--- config.mk ---
export PLATFORM = sky130hd
export DESIGN_NAME = second_max_event_logger
export DESIGN_NICKNAME = d
export VERILOG_FILES = /design/src/rtl/second_max_pkg.sv /design/src/rtl/sync_fifo.sv /design/src/rtl/second_max_event_logger.sv
export SDC_FILE = /design/constraint.sdc
export NUM_CORES = 1
export LEC_CHECK = 0
export ABC_AREA = 1
export CORE_MARGIN = 2
export CORE_UTILIZATION = 45
export CTS_CLUSTER_DIAMETER = 60
export DETAILED_ROUTE_END_ITERATION = 10
export GPL_ROUTABILITY_DRIVEN = 0
export HOLD_SLACK_MARGIN = 0.02
export MAX_ROUTING_LAYER = met4
export PLACE_DENSITY = 0.74
export SLEW_MARGIN = 15
export SYNTH_ARGS = -nofsm -noshare
export SYNTH_HDL_FRONTEND = slang
export SYNTH_SLANG_ARGS = --single-unit
--- constraint.sdc ---
create_clock -name clk -period 3.9 [get_ports clk]
set_input_delay 0.78 -clock clk [delete_from_list [all_inputs] [get_ports clk]]
set_output_delay 0.78 -clock clk [all_outputs]
set_load 0.1 [all_outputs]
--- src/rtl/second_max_pkg.sv ---
// second_max_pkg: shared widths, event record and drop-counter limit for the event logger
package second_max_pkg;
  localparam int DATA_W = 8;
  localparam int TS_W = 16;
  localparam logic [7:0] DROP_MAX = 8'hFF;
  typedef struct packed {
    logic [TS_W-1:0] ts;
    logic [DATA_W-1:0] data;
  } evt_t;
endpackage

--- src/rtl/sync_fifo.sv ---
// sync_fifo: single-clock FIFO with pop-then-push when full and valid/ready read side
module sync_fifo #(
  parameter int W = 24,
  parameter int DEPTH = 8,
  localparam int AW = $clog2(DEPTH),
  localparam int CW = AW + 1
) (
  input  logic          clk,
  input  logic          reset,
  input  logic          push,
  input  logic [W-1:0]  wdata,
  output logic          rvalid,
  input  logic          rready,
  output logic [W-1:0]  rdata,
  output logic          full,
  output logic [CW-1:0] count
);
  logic [W-1:0] mem_q [DEPTH];
  logic [AW-1:0] wr_q, wr_d, rd_q, rd_d;
  logic [CW-1:0] count_q, count_d;
  logic pop, wr;
  assign full = count_q == CW'(DEPTH);
  assign rvalid = count_q != '0;
  assign pop = rvalid && rready;
  assign wr = push && (!full || pop);
  assign rdata = rvalid ? mem_q[rd_q] : '0;
  assign count = count_q;
  always_comb begin
    wr_d = wr ? wr_q + 1'b1 : wr_q;
    rd_d = pop ? rd_q + 1'b1 : rd_q;
    count_d = count_q + CW'(wr) - CW'(pop);
  end
  always_ff @(posedge clk) begin
    if (reset) begin
      wr_q <= '0;
      rd_q <= '0;
      count_q <= '0;
    end else begin
      wr_q <= wr_d;
      rd_q <= rd_d;
      count_q <= count_d;
    end
  end
  always_ff @(posedge clk) begin
    if (wr) mem_q[wr_q] <= wdata;
  end
endmodule

--- src/rtl/second_max_event_logger.sv ---
// second_max_event_logger: timestamps changes of the tracked second-highest value into a drainable FIFO
module second_max_event_logger #(
  parameter int DATA_W = second_max_pkg::DATA_W,
  parameter int TS_W = second_max_pkg::TS_W,
  parameter int DEPTH = 8,
  localparam int CW = $clog2(DEPTH) + 1
) (
  input  logic              clk,
  input  logic              reset,
  input  logic              in_valid,
  input  logic [DATA_W-1:0] in_data,
  input  logic              clr_ovf,
  output logic              evt_valid,
  input  logic              evt_ready,
  output logic [DATA_W-1:0] evt_data,
  output logic [TS_W-1:0]   evt_time,
  output logic [CW-1:0]     fifo_count,
  output logic              overflow,
  output logic [7:0]        drop_count
);
  import second_max_pkg::*;
  logic [TS_W-1:0] ts_q, ts_d;
  logic [DATA_W-1:0] last_q, last_d;
  logic have_q, have_d, ovf_q, ovf_d, evt, full, drop;
  logic [7:0] drop_q, drop_d;
  logic [TS_W+DATA_W-1:0] rdata;
  assign evt = in_valid && (!have_q || in_data != last_q);
  assign drop = evt && full && !(evt_valid && evt_ready);
  assign {evt_time, evt_data} = rdata;
  assign overflow = ovf_q;
  assign drop_count = drop_q;
  always_comb begin
    ts_d = ts_q + 1'b1;
    last_d = evt ? in_data : last_q;
    have_d = have_q | evt;
    ovf_d = drop | (ovf_q & ~clr_ovf);
    drop_d = drop ? (clr_ovf ? 8'd1 : drop_q == DROP_MAX ? drop_q : drop_q + 8'd1)
                  : clr_ovf ? 8'd0 : drop_q;
  end
  always_ff @(posedge clk) begin
    if (reset) begin
      ts_q <= '0;
      last_q <= '0;
      have_q <= 1'b0;
      ovf_q <= 1'b0;
      drop_q <= '0;
    end else begin
      ts_q <= ts_d;
      last_q <= last_d;
      have_q <= have_d;
      ovf_q <= ovf_d;
      drop_q <= drop_d;
    end
  end
  sync_fifo #(.W(TS_W + DATA_W), .DEPTH(DEPTH)) u_fifo (
    .clk(clk),
    .reset(reset),
    .push(evt),
    .wdata({ts_q, in_data}),
    .rvalid(evt_valid),
    .rready(evt_ready),
    .rdata(rdata),
    .full(full),
    .count(fifo_count)
  );
endmodule
# Word level (Yosys, flattened, before mapping)
# Memory sizes are Yosys's and may differ from the RTL's. A register that Yosys moved wholly into a read port is not among the register bits.
# Index checks and enable logic that the tools add are counted.
# word_totals
reg_bits	44
ramBits	192
input_bits	13
output_inout_bits	38
wordCells	45
memories	1
# op_classes
addsub	6
n_eq_ne	4
muxes	9
n_bitwise	4
reduce_logical	13
# mem_list
name	words	width	rd	rd_clocked_by_memory_dff	write_ports	line	rtl
u_fifo.mem_q	8	24	1	1	1	sync_fifo.sv:18	logic [W-1:0] mem_q [DEPTH];
# op_table
op	count
$mux W8	4
$mux W24	1
$add A16 B1 Y16 const B	1
$add A8 B1 Y8 const B	1
$eq A8 B8 Y1 const B	1
$ne A8 B8 Y1	1
$add A3 B1 Y3 const B	2
$mux W3	2
$logic_and A1 B1 Y1	5
$add A4 B1 Y4	1
$eq A4 B4 Y1 const B	1
$reduce_bool A4 Y1	1
$sub A4 B1 Y4	1
$logic_not A1 Y1	3
$logic_or A1 B1 Y1	2
$mux W1	2
$ne A2 B2 Y1 const B	1
$or A1 B1 Y1	2
$reduce_and A2 Y1	1
$reduce_bool A2 Y1	1
$and A1 B1 Y1	1
$not A1 Y1	1

# Depth between registers and ports, before layout
# depth
depth_word	7
ltp_mapped	15
depth_no_buf	15

# Modules after synthesis
# Synthesis repeated with hierarchy kept, for this count alone.
# unflattened
hier_cells	1078
hier_area_um2	10354.9
# modules_own_cells
module	n_inst	cells_per_inst	area_per_inst_um2	seq_area_each_um2
sync_fifo	1	828	8660.8	6025.8
second_max_event_logger	1	250	1694.1	680.7

# Least setup slack after synthesis
# No wires, ideal clock.
# synth_path
kind	reg-to-output
startpoint	reg u_fifo.count_q[2] (netlist: u_fifo.count[2])
endpoint	out evt_time[10]
arrival_time_ns	4.371
required_ns	3.120
path_slack_ns	-1.251
path_stages_with_launch	9
n_path_buf	1
cell_sequence	dfxtp_1 > inv_1 > ha_1 > inv_1 > nor2_2 > inv_1 > clkbuf_1 > o21ai_0 > a31oi_1
# synth_via
elab_chain_len	2
# synth_lines
item	line	rtl
start, declared	sync_fifo.sv:20	logic [CW-1:0] count_q, count_d;
start signal, assigned	sync_fifo.sv:41	count_q <= count_d;
$reduce_bool A4 Y1	sync_fifo.sv:23	assign rvalid = count_q != '0;
via evt_valid	second_max_event_logger.sv:13	output logic evt_valid,
$mux W24	sync_fifo.sv:26	assign rdata = rvalid ? mem_q[rd_q] : '0;
end, declared	second_max_event_logger.sv:16	output logic [TS_W-1:0] evt_time,
# The timed path passes the listed nets, and every way through them passes these cells.

==> results.cfg <==
[floorplan]
initial_core_util = 0.455
fp.dieH_um = 152
die_w_um = 152
rows = 54
dieArea_um2 = 23100
ios = 51
core_area_um2 = 21700

[yosys]
synth_fp_nets = 917
synthTopCellsByArea = edfxtp_1 (58%), dfxtp_1 (9.5%), nor2_1 (7.1%)
synth_seq_area_share = 0.679
synth-edff-count = 192
syn_area_um2 = 9870
yosys_most_used_dff = edfxtp_1
ys_ff_latch = 239
yosysTopAreaCellShare = 0.584
synthDistinctLibCells = 40
yosysTopAreaCell = edfxtp_1
async_reset_ff_frac = 0
syn_inst = 893
yosys_warnings = 0
postSynthAreaPerCell_um2 = 11.1

[critical_path]
cpPeakStageDelay_ns = 0.71
cp_slowest_cell = buf_4
crit_required_ns = 3.12
cp_common_cell = o21ai_0
setup.worst_path.start_class = register
critPathCaptureType = primary output
crit_fanout = 96
cp_data_arrival_time_ns = 2.74
worstPathCellList = buf_4, o21ai_0, o22ai_1, o21ai_0, a31oi_4, buf_12
worst-setup-path-type = reg2out

[cells_and_area]
fillCellCount = 1755
final_cells = 1239
seqCellArea_um2 = 6710
diodes = 0
nNetsFinal = 967
multi_input_area_um2 = 2980
areaGrowthSynthToFinish_pct = 20.3
layout-drive-gt1-share = 0.138

[clocking]
cts_buffers = 23
cts_resized = 0
cts.sink_count = 239
ctsLongestPathBuffers = 3
cts-root-buf = clkbuf_16
cts.htree.levels = 1
cts_tree = built
clk_latency_ns = 0.51
cts_setup_buffers = 0
hold_buffers = 0
clkSlewWorstSetupHoldPaths_ns = 0.06

[sta]
worst_slew_pin_slew_ns = 0.990
setup_viol = 0
fmax_mhz = 284
fin_tns_setup_ns = 0
skew_ns = 0.0174
layout_setup_ws_ns = 0.382
relSlewSlack = 0.338
finalCriticalPeriod_ns = 3.52
drv_slew = 0
rsz0062_at_grt = false
fin_crit_sh = 0.902
hold_viol = 0

[global_route]
track_usage = 0.184
grt_pass1_wl_um = 33600
antenna_found_initial = 0
grt_max_degree = 97
grt_pass1_vias = 6536
overflow = 0

[drt]
vias = 6674
drtIter0Drc = 643
wl_per_cell_um = 16.7
dr.pass1.iters = 5
routed_wl_um = 20700
routed_via_density = 5.39
ant_nets = 0
drc = 0

[worst_hold_path]
min_path_type = reg2reg

[pwr]
pwr_density_cell_nw_per_um2 = 758
ir_drop_uv = 502
power_leakage_uw = 0.00413

[placed_design]
place_hpwl_um = 12100
pre_cts_ws_ns = 0.630
dp.cells = 1198
port_buffers = 50

[flow_run]
drv_cap = 0

[outcome]
status = finished clean
## routing by layer
layer | wire length, um | global-route usage | up-vias
li1 | - | - | 3228
met1 | 8900 | 0.235 | 3226
met2 | 10300 | 0.305 | 187
met3 | 1050 | 0.0279 | 33
met4 | 449 | 0.0547 | 0
met5 | 0 | - | -
## cell usage in the layout (no fill, tap or decap), types with 9 or more instances in the layout
cell	count
a31oi_2	15
nand3_1	21
a31oi_4	9
o21ai_0	131
nor2_1	178
clkdlybuf4s50_1	25
buf_4	18
clkbuf_16	23
buf_12	26
ha_1	10
o22ai_1	24
edfxtp_1	192
nand2_1	63
dfxtp_1	46
nor2_2	10
a21oi_1	34
inv_1	59
## area by class of cell
type                       count  share of cell area
timing repair buffer          69              0.0762
sequential                   239               0.564
tap                          280              0.0295
multi-input combinational    546               0.250
inverter                      64              0.0202
clock buffer                  32              0.0530
clock inverter                 9             0.00621
## registers in the layout (all words and copies together) (netlist names), named ones only
register and flops:
u_fifo.mem_q 192, last_q 8, have_q 1, ts_q 16, u_fifo.wr_q 3, drop_count 8
overflow 1, u_fifo.count 4, u_fifo.rd_q 3
## where the power goes
part           leakage, uW  internal (uW)  switching (uW)  total, uW
Combinational      0.00159           1240            2730       3960
Sequential         0.00220           2900            60.5       2960
Clock             0.000335           1190             892       2090
## logic make-up (layout without fill, tap and decap cells)
family / after synthesis / count (layout) / synth area share
AO/OA/AOI/OAI: 220 / 220 / 0.119
XOR/XNOR: 9 / 9 / 0.00798
adder cells (fa/ha/maj): 11 / 11 / 0.0147
buffers and inverters: 108 / 174 / 0.0447
flip-flops: 239 / 239 / 0.679
AND/OR/NAND/NOR: 306 / 306 / 0.135
## path summary, 6_finish.rpt
| path | slack [ns] | endpoint | from | cells past startpoint |
|---|---|---|---|---|
| hold reg to reg | 0.46 | register | u_fifo.rd_q[2] | 2 |
| setup reg to reg | 1.56 | u_fifo.mem_q[3][15] | u_fifo.count[2] | 12 |
| setup / recovery | 0.38 | evt_time[10] | register | 6 |
| hold / removal | 0.46 | register | u_fifo.rd_q[2] | 2 |
## critical path: cells and delay by family, from the launching register on
family | cells | cell delay, ns
AO/OA/AOI/OAI | 4 | 0.89
buffers and inverters | 2 | 0.91
flip-flops | 1 | 0.34
## Yosys cell counts, types with 10 or more instances
master    number
nand3_1       21
o21ai_0      131
nand2_1       63
o22ai_1       24
a31oi_1       24
clkbuf_1      28
a21oi_1       34
buf_2         10
edfxtp_1     192
nor2_1       186
ha_1          10
inv_1         60
dfxtp_1       47
## through the flow
step	cell area, um2	util	hold slack, ns	total power, uW
floorplan	10100	-	0.433	5730
global placement	11200	0.515	0.445	6940
detailed placement	11200	0.515	0.461	7000
CTS	11900	0.548	0.471	9070
global route	11900	0.548	0.486	9390
finish	11900	0.548	0.462	9010
Note: power is estimated with default switching activity, not from simulation.
